## src/rtl/btb_assoc_predictor.sv

```systemverilog
// Set-associative BTB with per-entry saturating direction counters.
// Lookup is registered; resolved branches update through their own port.
module btb_assoc_predictor #(
  parameter int DATA_WIDTH  = 32,
  parameter int SETS        = 16,
  parameter int WAYS        = 2,
  parameter int CTR_BITS    = 2,
  parameter int INSTR_BYTES = 4
) (
  input  logic                  clk,
  input  logic                  rst_n,
  input  logic                  lookup_valid,
  input  logic [DATA_WIDTH-1:0] lookup_pc,
  output logic                  pred_valid,
  output logic                  pred_hit,
  output logic                  pred_taken,
  output logic [DATA_WIDTH-1:0] pred_target,
  input  logic                  upd_valid,
  input  logic [DATA_WIDTH-1:0] upd_pc,
  input  logic                  upd_taken,
  input  logic [DATA_WIDTH-1:0] upd_target,
  input  logic                  flush
);

  localparam int OFF = $clog2(INSTR_BYTES);
  localparam int IDX = $clog2(SETS);
  localparam int TW  = DATA_WIDTH - OFF - IDX;
  localparam int WW  = (WAYS > 1) ? $clog2(WAYS) : 1;

  localparam logic [CTR_BITS-1:0] CTR_MAX = '1;
  localparam logic [CTR_BITS-1:0] CTR_WT  =
    CTR_BITS'(1) << (CTR_BITS - 1);

  logic [WAYS-1:0]       valid_q [SETS];
  logic [TW-1:0]         tag_q   [SETS][WAYS];
  logic [DATA_WIDTH-1:0] tgt_q   [SETS][WAYS];
  logic [CTR_BITS-1:0]   ctr_q   [SETS][WAYS];

  logic [IDX-1:0] lk_idx;
  logic [TW-1:0]  lk_tag;
  logic [IDX-1:0] up_idx;
  logic [TW-1:0]  up_tag;

  assign lk_idx = lookup_pc[OFF+IDX-1:OFF];
  assign lk_tag = lookup_pc[DATA_WIDTH-1:OFF+IDX];
  assign up_idx = upd_pc[OFF+IDX-1:OFF];
  assign up_tag = upd_pc[DATA_WIDTH-1:OFF+IDX];

  if (OFF > 0) begin : g_unused
    logic unused_lo;
    assign unused_lo = ^upd_pc[OFF-1:0];
  end

  logic [WAYS-1:0] lk_match;
  logic [WAYS-1:0] up_match;
  logic [WAYS-1:0] up_inv;

  always_comb begin
    lk_match = '0;
    up_match = '0;
    for (int w = 0; w < WAYS; w++) begin
      lk_match[w] = valid_q[lk_idx][w] &&
                    (tag_q[lk_idx][w] == lk_tag);
      up_match[w] = valid_q[up_idx][w] &&
                    (tag_q[up_idx][w] == up_tag);
    end
    up_inv = ~valid_q[up_idx];
  end

  // Lowest-index priority for hits and free ways
  logic          lk_hit;
  logic [WW-1:0] lk_way;
  logic          up_hit;
  logic [WW-1:0] up_way;
  logic          has_inv;
  logic [WW-1:0] inv_way;

  always_comb begin
    lk_hit  = 1'b0;
    lk_way  = '0;
    up_hit  = 1'b0;
    up_way  = '0;
    has_inv = 1'b0;
    inv_way = '0;
    for (int w = WAYS - 1; w >= 0; w--) begin
      if (lk_match[w]) begin
        lk_hit = 1'b1;
        lk_way = WW'(w);
      end
      if (up_match[w]) begin
        up_hit = 1'b1;
        up_way = WW'(w);
      end
      if (up_inv[w]) begin
        has_inv = 1'b1;
        inv_way = WW'(w);
      end
    end
  end

  logic                  lk_taken;
  logic [DATA_WIDTH-1:0] lk_target;

  assign lk_taken  = lk_hit &&
                     ctr_q[lk_idx][lk_way][CTR_BITS-1];
  assign lk_target = lk_taken ? tgt_q[lk_idx][lk_way] :
                     lookup_pc + DATA_WIDTH'(INSTR_BYTES);

  logic          upd_en;
  logic          alloc;
  logic          alloc_full;
  logic [WW-1:0] victim_ptr;
  logic [WW-1:0] victim;

  assign upd_en     = upd_valid && !flush;
  assign alloc      = upd_en && !up_hit && upd_taken;
  assign alloc_full = alloc && !has_inv;
  assign victim     = has_inv ? inv_way : victim_ptr;

  if (WAYS > 1) begin : g_ptr
    logic [WW-1:0] ptr_q [SETS];

    assign victim_ptr = ptr_q[up_idx];

    // Round-robin pointer only advances when a full set is replaced
    always_ff @(posedge clk or negedge rst_n) begin
      if (!rst_n) begin
        for (int s = 0; s < SETS; s++) ptr_q[s] <= '0;
      end else if (flush) begin
        for (int s = 0; s < SETS; s++) ptr_q[s] <= '0;
      end else if (alloc_full) begin
        ptr_q[up_idx] <= ptr_q[up_idx] + WW'(1);
      end
    end
  end else begin : g_noptr
    assign victim_ptr = '0;
  end

  always_ff @(posedge clk or negedge rst_n) begin
    if (!rst_n) begin
      for (int s = 0; s < SETS; s++) valid_q[s] <= '0;
    end else if (flush) begin
      for (int s = 0; s < SETS; s++) valid_q[s] <= '0;
    end else if (alloc) begin
      valid_q[up_idx][victim] <= 1'b1;
    end
  end

  logic [CTR_BITS-1:0] cur_ctr;
  logic [CTR_BITS-1:0] nxt_ctr;

  always_comb begin
    cur_ctr = ctr_q[up_idx][up_way];
    nxt_ctr = cur_ctr;
    if (upd_taken) begin
      if (cur_ctr != CTR_MAX) nxt_ctr = cur_ctr + 1'b1;
    end else begin
      if (cur_ctr != '0) nxt_ctr = cur_ctr - 1'b1;
    end
  end

  // Payload needs no reset: valid gates every use
  always_ff @(posedge clk) begin
    if (upd_en && up_hit) begin
      ctr_q[up_idx][up_way] <= nxt_ctr;
      if (upd_taken) tgt_q[up_idx][up_way] <= upd_target;
    end else if (alloc) begin
      tag_q[up_idx][victim] <= up_tag;
      tgt_q[up_idx][victim] <= upd_target;
      ctr_q[up_idx][victim] <= CTR_WT;
    end
  end

  always_ff @(posedge clk or negedge rst_n) begin
    if (!rst_n) begin
      pred_valid  <= 1'b0;
      pred_hit    <= 1'b0;
      pred_taken  <= 1'b0;
      pred_target <= '0;
    end else if (flush) begin
      pred_valid  <= 1'b0;
    end else if (lookup_valid) begin
      pred_valid  <= 1'b1;
      pred_hit    <= lk_hit;
      pred_taken  <= lk_taken;
      pred_target <= lk_target;
    end else begin
      pred_valid  <= 1'b0;
    end
  end

  a_one_hit: assert property (
    @(posedge clk) disable iff (!rst_n)
    lookup_valid |-> $onehot0(lk_match)
  ) else $error("btb: multiple ways hit");

endmodule
```

## config.mk

```make
export PLATFORM = sky130hd
export DESIGN_NAME = btb_assoc_predictor
export DESIGN_NICKNAME = d
export VERILOG_FILES = /design/src/rtl/btb_assoc_predictor.sv
export SDC_FILE = /design/constraint.sdc
export NUM_CORES = 2
export LEC_CHECK = 0
export CAP_MARGIN = 20
export CORE_MARGIN = 4
export CORE_UTILIZATION = 45
export CTS_BUF_LIST = sky130_fd_sc_hd__clkbuf_4
export CTS_CLUSTER_DIAMETER = 200
export DETAILED_ROUTE_END_ITERATION = 16
export PLACE_DENSITY = 0.62
export SYNTH_ARGS = -nofsm -noshare
export SYNTH_HDL_FRONTEND = slang
export SYNTH_SLANG_ARGS = --single-unit
```

## constraint.sdc

```tcl
create_clock -name clk -period 5.4 [get_ports clk]
set_input_delay 1.35 -clock clk [delete_from_list [all_inputs] [get_ports clk]]
set_output_delay 1.35 -clock clk [all_outputs]
set_load 0.02 [all_outputs]
```

Yosys cells after proc, flatten, opt, wreduce, memory -nomap -nowiden

Memories as Yosys holds them, arrays and structs flattened.
Cells that the tools add are included.

Logic and storage cells: 288
Memories kept: 3
Flip-flop bits (word level): 83
Input bits: 102
Bits in writable memories: 1920

Magnitude comparators: 10
Add/sub/neg operators: 4
Equality and inequality tests: 5
Reduce and logical (&&, ||, !) cells: 21
Mux-type cells: 133
Bitwise gates (word level): 76

Memory list:

| memory | depth | width | rd ports | clocked after Yosys merged registers in | wr ports | line | RTL |
|---|---|---|---|---|---|---|---|
| tgt_q  | 16    | 64    | 1        | 0                                       | 1        | 36   | `logic [DATA_WIDTH-1:0] tgt_q [SETS][WAYS];` |
| tag_q  | 16    | 52    | 2        | 0                                       | 1        | 35   | `logic [TW-1:0] tag_q [SETS][WAYS];` |
| ctr_q  | 16    | 4     | 2        | 0                                       | 1        | 37   | `logic [CTR_BITS-1:0] ctr_q [SETS][WAYS];` |

Operators with widths:

| cell                    | number |
|---|---|
| $mux W32                | 8 |
| $mux W64                | 2 |
| $eq A26 B26 Y1          | 4 |
| $mux W1                 | 89 |
| $or A1 B1 Y1            | 68 |
| $demux W32 S1           | 2 |
| $mux W52                | 1 |
| $add A32 B3 Y32 const B | 1 |
| $mux W16                | 2 |
| $mux W2                 | 16 |
| $or A32 B32 Y32         | 1 |
| $demux W26 S1           | 1 |
| $mux W26                | 1 |
| $bmux W2 S4             | 2 |
| $bwmux W16              | 1 |
| $logic_and A1 B1 Y1     | 14 |
| $ge A5 B5 Y1 const B    | 2 |
| $not A4 Y5              | 2 |
| $demux W2 S4            | 1 |
| $mux W4                 | 2 |
| $ge A2 B2 Y1 const B    | 3 |
| $not A1 Y2              | 3 |
| $reduce_bool A2 Y1      | 3 |
| $lt A5 B1 Y1 const B    | 1 |
| other kinds (15)        | 19 |

Logic depth before layout (Yosys ltp)

Depth after elaboration: 17
Gate-level depth with buffers: 18

Least setup slack after synthesis

No wires, ideal clock.

Path type: input port to flip-flop
From: input port upd_pc[2]
To: memory tag_q[8][0] (netlist bit), enable pin
Arrival: 5919 ps
Library setup time: 444 ps
Required time: 4956 ps
Setup slack: -963 ps
Stages on the path: 11
Cells stage by stage: buf_2 buf_2 buf_2 buf_2 mux4_2 mux4_2 xnor2_1 nand4b_1 nand3_1 buf_4 nor3_1

Word-level cells in the longest chain between the ends: 14
Elaborated cells between the ends (all ways): 32
Those cells by class: order compare: 2; eq/ne: 2; mux: 17; bitwise: 3; reduce/logical: 7; memory: 1

RTL lines:

| what                                                                      | line        | RTL |
|---|---|---|
| start: declaration                                                        | 19          | `input logic [DATA_WIDTH-1:0] upd_pc,` |
| $not A4 Y5 (not written as such)                                          | 64, 67, 123 |  |
| $bmux W2 S4                                                               | 64, 67      |  |
| $mux W2 (not written as such) (2 in a row)                                | 64, 67      |  |
| $not A2 Y2                                                                | 67          | `up_inv = ~valid_q[up_idx];` |
| $mux W1 (2 in a row)                                                      | 94          | `if (up_inv[w]) begin` |
| $mux W1                                                                   | 118         | `assign victim = has_inv ? inv_way : victim_ptr;` |
| $not A1 Y2 (not written as such)                                          | 168         | `tag_q[up_idx][victim] <= up_tag;` |
| $ge A2 B2 Y1 (not written as such) / $lt A2 B1 Y1 (equally long branches) | 168         |  |
| $logic_and A1 B1 Y1 (not written as such)                                 | 168         |  |
| $mux W26 (not written as such)                                            | 168         |  |
| $demux W26 S1                                                             | 168         |  |
| $mux W52 (not written as such)                                            | 168         |  |
| end: declaration                                                          | 35          |  |

Several ways; a longest one is shown, not always the timed one. The select of a mux whose other input is x is not followed.

Final worst setup path

From: input port upd_pc[2]
To: memory tgt_q[7][38] (netlist bit), enable pin

Word-level cells in the longest chain between the ends: 15
Elaborated cells between the ends (all ways): 42
Those cells by class: order compare: 4; eq/ne: 2; mux: 22; bitwise: 5; reduce/logical: 8; memory: 1

RTL lines:

| what                                                     | line |
|---|---|
| branches (longest 15 deep; another with $mem_v2 Z16 W52) | n/a |
| end: declaration                                         | 36 |

Several ways; the timed one is not identified. The select of a mux whose other input is x is not followed.

==> summary.md <==
| Metric | Value |
|---|---|
| Worst Max-Slew Pin Slew | 1090 ps |
| Register area share after synthesis | 0.6907 |
| Power Total | around 0.033 W |
| Wire length of the first global-routing pass | between 300000 and 400000 um |
| Number of synthesized flops with an enable pin | 1920 |
| Hold Fails Final Rpt | 0 |
| Setup Crit Path Kind | in2reg |
| Overflow left after global routing | 0 |
| Design area | 102700 sq um |
| IO Pins | 137 |
| P&R area growth vs syn | 18.77% |
| Synth top area cells | edfxtp_1, mux4_2, dfrtp_1 |
| Max FO, Critical Path | 19 |
| Yosys cell types | 72 |
| Clock Latency Late Sink | 1380 ps |
| Status | complete, no violations |
| Switching Power | 0.007677 W |
| Port Buffers | between 100 and 150 |
| Avg Cell Area, Syn | 21.10 sq um |
| Hold wc startpoint | pred_taken |
| Startpoint types | input port |
| Final WL | 254200 um |
| R2R Setup Slk | 1080 ps |
| Max-cap violations | 0 |
| Max-Slew Margin vs Limit | 0.2713 |
| Final nets | 5103 |
| Gate power share | 0.080 |
| CP endpoint | tgt_q[7][38] |
| Worst min path class | reg2reg |
| RSZ-0062 raised after global routing | no |
| Vias in the first global route | 49990 |
| Switching part of the total | 0.2340 |
| Residual DRC | 0 |
| Cell-internal power | ~0.025 W |
| CP max stage cell | mux4_2 |
| Worst-path clk slew | approximately 60 ps |
| CTS tree | yes |
| Die W | about 450 um |
| Crit Reg-Reg Endpoint | tgt_q[7][38] |
| Final setup viols | 0 |
| Ys Warns | 0 |
| Final Max Slew Viols | 0 |
| H-tree levels | 6 |
| Die Ht | about 450 um |
| Worst endpoint required time | 6400 ps |
| Mapped Cells | 4099 |
| Peak Freq | 0.2245 GHz |
| Clock root buffer | clkbuf_4 |
| First-pass iteration count of the detailed router | 5 |
| Peak supply drop | 0.2917 mV |
| Seq pwr share | 0.523 |
| GP Congestion | 0.8739 |
| Fillers | between 10000 and 15000 |
| Crit path time final | 4454 ps |
| Final Cycle Share | 0.8248 |
| Total GRT Usage | 0.2567 |
| Async set-reset flop share out of synthesis | 0.04144 |
| LEAKAGE | about 34 nW |
| CTS sink cnt | 2003 |
| Post-DP HPWL | 165000 um |
| Most frequent cell after synthesis | edfxtp_1 |
| Initial antenna violation count | 17 |
| Clock skew | 103.5 ps |
| Worst reg-to-reg path cell count | 12 |
| Wire per inst | between 30 and 40 um |
| CP endpoint kind | flip-flop |
| Clock share of power | 0.397 |
| Mapped Nets | ~4200 |
| Routed Antenna Nets | 0 |
| Starting DRC count in detailed routing | 5166 |
| Row count | 160 |
| Critical R2R Launch | tag_q[11][47] |
| CP startpoint | upd_pc[2] |
| Core area | roughly 190000 sq um |
| Layout cells sized above 1 | 0.4167 |
| CTS Buf Count | 544 |
| Pre-CTS setup slack | -317.6 ps |
| Power per Cell Area | between 300 and 400 nW/um^2 |
| Routed vias/inst | 6.095 |
| Total negative setup slack | 0 ps |
| Max stage delay on crit path | 480 ps |
| Maximum root-to-sink buffer count | 4 |
| Worst EP arrival | 5460 ps |
| Flops & latches, synth | 2003 |
| DR vias | just under 50000 |
| Synth Flop Type | edfxtp_1 |
| Setup ws final | 945.9 ps |
| Top cell type by total area after synthesis | edfxtp_1 |
| Top cell type's share of synthesized area | 0.6667 |
| Syn Std Cell Area | 86480 sq um |
| Placed cell count | 6955 |
| Die ar. | 199300 sq um |
| Initial Util | 0.4538 |
| Pin count of the biggest net entering global routing | 122 |
| CP cell instances | buf_8, buf_12, buf_4, mux4_2, mux4_2, xnor2_1, buf_4, nand4_1, nor4_1, nand4b_1, buf_4, a21boi_1, nand2b_2, buf_12, nor2_4, buf_12 |
| Post-DP Area | 95930 sq um |
| Post-Layout Cell Count | 7888 |
| Synth top cells by count | edfxtp_1, mux4_2, mux2i_1, clkbuf_1, nor2_1 |
-- placed cells by master (no fill, tap or decap), types with 31 or more instances in the layout --
cell | synthesis | layout
edfxtp_1 | 1920 | 1920
a21o_1 | 32 | 32
inv_1 | 36 | 36
buf_4 | 25 | 318
clkbuf_4 | 0 | 770
nand3_1 | 31 | 31
dfrtp_1 | 83 | 83
nor2_4 | 0 | 54
clkdlybuf4s50_1 | 0 | 125
mux4_2 | 786 | 786
mux2i_1 | 174 | 174
xnor2_1 | 97 | 97
clkinv_1 | 1 | 94
nand4_1 | 36 | 36
mux2_4 | 31 | 31
nand2_1 | 86 | 86
a22oi_1 | 37 | 37
nor2_1 | 107 | 53
xor2_1 | 33 | 33
buf_12 | 4 | 174
o31ai_1 | 32 | 32
-- per-stage QoR --
step                hold WS (ps)  utilization
global placement           462.6       0.5034
detailed placement         475.1       0.5034
floorplan                  489.0            -
CTS                        423.2       0.5376
finish                     484.9       0.5389
global route               499.0       0.5388
-- power groups by stage --
| stage | clock network, W | registers, W | logic (W) |
|---|---|---|---|
| 6_report | 0.0130 | 0.0172 | 0.00261 |
| 3_3_place_gp | 0 | 0.0175 | 0.00260 |
| 3_5_place_dp | 0 | 0.0175 | 0.00262 |
| 5_1_grt | 0.0143 | 0.0171 | 0.00276 |
| 2_1_floorplan | 0 | 0.0175 | 0.00139 |
| 4_1_cts | 0.0134 | 0.0172 | 0.00262 |
-- repair_timing --
item | in CTS | in global routing
buffers inserted | 0 | 0
gates resized for setup | 0 | 0
hold buffers | 1 | 0
hold endpoints to repair | 46 | 0
-- state kept, by name, summed over array words and instances (netlist names) --
| signal | flops |
|---|---|
| tgt_q | 1024 |
| tag_q | 832 |
| ctr_q | 64 |
| pred_target | 32 |
| valid_q | 32 |
| g_ptr.ptr_q | 16 |
| pred_hit | 1 |
| pred_taken | 1 |
| pred_valid | 1 |
-- routing by layer --
layer  GRT usage  part of all wire  up-vias
met5           0           0.00014        -
met2      0.4222              0.50     2511
met1      0.3296              0.37    25380
li1            -                 -    19670
met4      0.1165             0.045        6
met3     0.05554             0.085      514
-- final cells by class --
cell class / instances / area, sq um / share of cell area
sequential: 2003 / 59730 / 0.5816
multi-input combinational: 1780 / 25690 / 0.2501
timing repair buffer: 634 / 7450 / 0.07253
clock buffer: 770 / 5781 / 0.05628
tap: 2511 / 3142 / 0.03059
clock inverter: 137 / 726.9 / 0.007078
inverter: 37 / 146.4 / 0.001425
antenna: 16 / 40.04 / 0.0003898
-- worst max-delay path: cells and delay by family --
family	cells	cell delay [ps]
buf+inv	7	1500
mux	2	960
compound gates	1	180
simple gates	5	1150
xor+xnor	1	250
-- cells by family (layout without fill, tap and decap cells) --
logic type,after synthesis,in the layout,synth area share
adders and majority gates,5,5,0.0006077
muxes,1007,1007,0.2335
and+or+nand+nor,401,401,0.02324
AOI/OAI and AO/OA,237,237,0.02031
xor gates and xnor gates,130,130,0.01317
other,0,16,0
buffers and inverters,316,1578,0.01843
DFF,2003,2003,0.6907
-- worst min-delay path by stage --
| stage | depth (start not counted) | slack [ps] | endpoint |
|---|---|---|---|
| 3_3_place_gp | 1 | 460 | pred_taken |
| 4_1_cts | 2 | 420 | valid_q[18] |
| 5_1_grt | 2 | 500 | pred_valid |
| 2_1_floorplan | 1 | 490 | valid_q[11] |
| 3_5_place_dp | 1 | 480 | pred_taken |
| 6_report | 1 | 480 | pred_taken |
(Power assumes the default switching activity.)
